## config.mk

```make
export PLATFORM = sky130hd
export DESIGN_NAME = bubble_layer_mux
export DESIGN_NICKNAME = d
export VERILOG_FILES = /design/src/rtl/bubble_layer_mux_pkg.sv /design/src/rtl/bubble_layer_mux_frame_collision_latch.sv /design/src/rtl/bubble_layer_mux.sv
export SDC_FILE = /design/constraint.sdc
export NUM_CORES = 1
export LEC_CHECK = 0
export ABC_AREA = 1
export ABC_CLOCK_PERIOD_IN_PS = 800
export CAP_MARGIN = 0
export CORE_MARGIN = 8
export CORE_UTILIZATION = 25
export DETAILED_ROUTE_END_ITERATION = 10
export GPL_ROUTABILITY_DRIVEN = 0
export HOLD_SLACK_MARGIN = 0.05
export SYNTH_ARGS = -nofsm -noshare
export SYNTH_HDL_FRONTEND = slang
export SYNTH_SLANG_ARGS = --single-unit
```

## constraint.sdc

```tcl
create_clock -name clk -period 0.8 [get_ports clk]
set_input_delay 0.24 -clock clk [delete_from_list [all_inputs] [get_ports clk]]
set_output_delay 0.24 -clock clk [all_outputs]
set_load 0.1 [all_outputs]
```

## src/rtl/bubble_layer_mux_pkg.sv

```systemverilog
// Shared types for bubble_layer_mux: pixel colour, transparency code,
// collision FSM states and the layer priority order.
package bubble_layer_mux_pkg;

  typedef logic [7:0] rgb_t;

  localparam rgb_t TRANSPARENT_ENCODING = 8'hFF;

  typedef enum logic [1:0] {
    ARMED,
    PENDING,
    COOLDOWN
  } collision_state_t;

  typedef enum logic [1:0] {
    LAYER_PLAYER,
    LAYER_BALL,
    LAYER_ROPE,
    LAYER_BG
  } layer_t;

  // Highest-priority layer currently requesting the pixel.
  function automatic layer_t top_layer(input logic player_req,
                                       input logic ball_req,
                                       input logic rope_req);
    layer_t sel;
    if (player_req)    sel = LAYER_PLAYER;
    else if (ball_req) sel = LAYER_BALL;
    else if (rope_req) sel = LAYER_ROPE;
    else               sel = LAYER_BG;
    return sel;
  endfunction

endpackage

```

## src/rtl/bubble_layer_mux_frame_collision_latch.sv

```systemverilog
// Per-pair collision latch: remembers an overlap during a frame, reports it
// as a one-cycle pulse after the next startOfFrame, then mutes for a while.
module frame_collision_latch
  import bubble_layer_mux_pkg::*;
#(
  parameter int unsigned COOLDOWN_FRAMES = 2
) (
  input  logic clk,
  input  logic resetN,
  input  logic startOfFrame,
  input  logic overlap,
  output logic hitPulse
);

  localparam logic [3:0] LOAD = 4'(COOLDOWN_FRAMES);

  collision_state_t r_state, w_state_next;
  logic [3:0]       r_count, w_count_next;
  logic             r_hit, w_hit_next;

  always_ff @(posedge clk or negedge resetN) begin
    if (!resetN) begin
      r_state <= ARMED;
      r_count <= 4'd0;
      r_hit   <= 1'b0;
    end else begin
      r_state <= w_state_next;
      r_count <= w_count_next;
      r_hit   <= w_hit_next;
    end
  end

  // An overlap on the startOfFrame cycle belongs to the frame that is starting.
  always_comb begin
    w_state_next = r_state;
    w_count_next = r_count;
    w_hit_next   = 1'b0;
    case (r_state)
      ARMED: begin
        if (overlap) w_state_next = PENDING;
      end
      PENDING: begin
        if (startOfFrame) begin
          w_hit_next   = 1'b1;
          w_count_next = LOAD;
          if (LOAD == 4'd0) w_state_next = overlap ? PENDING : ARMED;
          else              w_state_next = COOLDOWN;
        end
      end
      COOLDOWN: begin
        if (startOfFrame) begin
          if (r_count <= 4'd1) begin
            w_count_next = 4'd0;
            w_state_next = overlap ? PENDING : ARMED;
          end else begin
            w_count_next = r_count - 4'd1;
          end
        end
      end
      default: begin
        w_state_next = ARMED;
        w_count_next = 4'd0;
      end
    endcase
  end

  assign hitPulse = r_hit;

endmodule

```

## src/rtl/bubble_layer_mux.sv

```systemverilog
// Layer compositor (player > ball > rope > background) with registered output.
// Collision pulses exist only when BUBBLE_COLLISION_DETECT_EN is defined.
module bubble_layer_mux
  import bubble_layer_mux_pkg::*;
#(
  parameter int unsigned COOLDOWN_FRAMES = 2,
  parameter rgb_t        BG_FALLBACK     = 8'h00
) (
  input  logic       clk,
  input  logic       resetN,
  input  logic       startOfFrame,
  input  logic       playerDrawingRequest,
  input  logic [7:0] playerRGB,
  input  logic       ballDrawingRequest,
  input  logic [7:0] ballRGB,
  input  logic       ropeDrawingRequest,
  input  logic [7:0] ropeRGB,
  input  logic [7:0] backGroundRGB,
  output logic [7:0] RGBOut,
  output logic       ballPlayerHit,
  output logic       ballRopeHit
);

  rgb_t r_rgb, w_rgb_next, w_bg;

  assign w_bg = (backGroundRGB == TRANSPARENT_ENCODING) ? BG_FALLBACK : backGroundRGB;

  always_comb begin
    w_rgb_next = w_bg;
    case (top_layer(playerDrawingRequest, ballDrawingRequest, ropeDrawingRequest))
      LAYER_PLAYER: w_rgb_next = playerRGB;
      LAYER_BALL:   w_rgb_next = ballRGB;
      LAYER_ROPE:   w_rgb_next = ropeRGB;
      default:      w_rgb_next = w_bg;
    endcase
  end

  always_ff @(posedge clk or negedge resetN) begin
    if (!resetN) r_rgb <= 8'h00;
    else         r_rgb <= w_rgb_next;
  end

  assign RGBOut = r_rgb;

`ifdef BUBBLE_COLLISION_DETECT_EN
  frame_collision_latch #(
    .COOLDOWN_FRAMES(COOLDOWN_FRAMES)
  ) u_ball_player (
    .clk         (clk),
    .resetN      (resetN),
    .startOfFrame(startOfFrame),
    .overlap     (ballDrawingRequest & playerDrawingRequest),
    .hitPulse    (ballPlayerHit)
  );

  frame_collision_latch #(
    .COOLDOWN_FRAMES(COOLDOWN_FRAMES)
  ) u_ball_rope (
    .clk         (clk),
    .resetN      (resetN),
    .startOfFrame(startOfFrame),
    .overlap     (ballDrawingRequest & ropeDrawingRequest),
    .hitPulse    (ballRopeHit)
  );
`else
  logic w_unused_collision;
  assign w_unused_collision = ^{startOfFrame, 4'(COOLDOWN_FRAMES)};
  assign ballPlayerHit = 1'b0;
  assign ballRopeHit   = 1'b0;
`endif

endmodule

```

After elaboration in Yosys (flattened, before gate mapping)
Index checks and enable logic that the tools add are counted.

Equal/unequal tests: 3. Multiplexer cells: 5. Reductions and logical operators: 1.

Operator list (number): case mux 8 bit (3 select lines) (1); == test 8 bit, second input constant (1); 2-to-1 mux 8 bit (1); 2-to-1 mux 2 bit (2); == test 2 x 1 -> 1 bit, second input constant (1); == test 2 bit, second input constant (1); zero test 2 bit (1); 2-to-1 mux 1 bit (1).

Bits in registers: 8. Input port bits: 38. Output and inout bits: 10. Word-level logic and storage cells: 10.

Depth between registers and ports, before layout
Word-level depth: 5. Mapped depth: 7. Mapped depth without buffers: 6.

Worst setup path after synthesis
OpenSTA, ideal clock, no wires.

Path kind: register to output. Start: register r_rgb[0], in the netlist RGBOut[0]. End: output RGBOut[0]. Arrival: 0.883 ns. Setup slack: -0.323 ns. Cell stages (with the launch flop): 1. Cell sequence: dfrtp_1.

RTL lines: start, declared (RTL line bubble_layer_mux.sv:24) `rgb_t r_rgb, w_rgb_next, w_bg;`; start signal, assigned (RTL line bubble_layer_mux.sv:40) `else r_rgb <= w_rgb_next;`; end, declared (RTL line bubble_layer_mux.sv:19) `output logic [7:0] RGBOut,`.

No word-level cell between the ends.

Final worst setup path
Start: register r_rgb[2], in the netlist RGBOut[2]. End: output RGBOut[2].

No word-level cell between the ends.

==> metrics.txt <==
Util after Layout 57.0%; Worst IR Drop VDD 0.000812 V; Hold Buf Count CTS 0; mapped cell area 608 um2; commonest non-fill, non-tap cell in the layout nand2_1; min Tclk post-route 1.15 ns; vias in the first global route 777; total of max-cap violations 0; first-pass GRT wire length 3440 um; part of the Yosys area used for sequential elements 32.9%; CP arrival 0.91 ns; CTS sink count 8; CP endpoint kind output pin; Simple-Gate Fraction of Synth Area 52.9%; Avg WL per Cell 12.5 um; dpl ws -0.669 ns; hold crit path type in2async; DRT Pass-1 Iters 4; row count 18; outcome complete, but fails checks; final net count 190; I/O pins 48; Final setup viols 8; vias per cell 4.23; H-tree Lvls 1; Overflow after GRT 0; worst setup margin -0.349 ns; share of cells above drive strength 1 34.7%; DRC 0; dpl hpwl 1840 um; distinct cell type count after synthesis 12; complex-gate fraction of the synthesized area 0%; leakage power 0.783 nW; FILL cells 241; CP top delay family flip-flops; Hold Slack 0.295 ns; critical path required time 0.56 ns; Synth Area per Inst 6.47 um2; CTS root buf clkbuf_4; Antenna diodes 0; Die X 65.3 um; final worst-path cycle share 144%; PortBufs 44; Num CTS Buffers 3; Fmax 870 MHz; Critical path buffers and inverters 1; critical path launch point type flip-flop; largest family of logic cells by synthesized area simple AND/OR/NAND/NOR gates; Power Total 1.75 mW; critical path peak fanout 1; Seq cells post-synth 8; initial antenna violation count 0; commonest cells after routing, fill and taps aside 39 x nand2_1, 14 x clkdlybuf4s50_1, 12 x nand3_1; violated checks setup timing; power per standard cell area 1280 nW/um2; cell count after placement 172; Slew Limit Fails 0; final WL 2260 um; max reg flops 8; synthesis-to-finish area growth 124%; antenna viol nets, final 0; CP cell instances buf_12; via count 761; CTS tree done; die area 4270 um2; chip height 65.3 um; clock buffer depth 2; Hold Vio Cnt, Final 0; Synth top area share 32.9%; total track usage 10.1%; Initial Util 25.5%; Initial DRC Count 14; Yosys top cell by area dfrtp_1; fin cells 180; core area 2390 um2; slowest library cell on the worst path dfrtp_4; largest net degree at the start of global routing 9; XOR/XNOR Fraction of Synth Area 0%; mux contribution to synthesized area 0%; Cells after Synth 94; ranking of synthesized cells by area dfrtp_1 33%, nand2_1 27%, nand3_1 14%, inv_1 5.6%, buf_6 5.6%; critical path class reg2out; Worst-path clk slew 0.05 ns; Post-Synth Adder-Cell Area 0%; CP max stage delay 0.48 ns; Syn. warnings 0; unrepaired setup endpoints after global routing true
layout make-up:
class	count	area (um2)	area share (%)
clock buffers	3	22.5	1.65
inverters	9	33.8	2.48
multi-input cells	73	379	27.8
flip-flops and latches	8	220	16.2
well taps	30	37.5	2.76
repair buffers	57	668	49.1
cells in the mapped netlist (all sizes together):
cell   count
inv        9
nand2     44
dfrtp      8
conb       1
nor2       9
and3       1
buf        5
nand3     17
final timing paths:
path	start	endpoint	slack [ns]	depth (start not counted)
worst max-delay path	RGBOut[2]$_DFF_PN0_	RGBOut[2]	-0.35	1
worst min-delay path	resetN	RGBOut[5]$_DFF_PN0_	0.30	2
max in group asynchronous	resetN	RGBOut[2]$_DFF_PN0_	0.39	2
min in group clk	playerRGB[7]	RGBOut[7]$_DFF_PN0_	0.30	5
where the power goes:
group	total (mW)	internal [mW]	switching, mW	leakage (nW)
clock	0.299	0.171	0.128	0.0138
sequential	0.503	0.465	0.0377	0.0880
combinational	0.944	0.405	0.539	0.682
total	1.75	1.04	0.705	0.783
repair_timing:
item,in CTS,in global routing
resized for setup,23,30
setup buffers,3,2
setup endpoints to repair,16,16
pin swaps,7,28
cells by family (layout without fill, tap and decap cells):
| kind of cell | after synthesis | in the layout |
|---|---|---|
| buf+inv | 14 | 69 |
| flops | 8 | 8 |
| other cells | 1 | 2 |
| simple gates | 71 | 71 |
stage by stage:
stage                     area, um2  TNS, ns
final                          1360    -2.45
after global routing           1360    -2.61
after CTS                      1250    -2.57
after detailed placement       1210    -5.43
after global placement         1210    -5.28
after floorplan                 641    -1.41
layer usage:
metal / part of all wire (%) / vias to the layer above / global-route usage [%]
met5: 0 / - / 0
met4: 0.40 / 0 / 4.09
met3: 7.0 / 2 / 2.89
met2: 52 / 32 / 18.1
met1: 41 / 330 / 10.8
li1: - / 397 / -
Note: power is estimated with default switching activity, not from simulation.
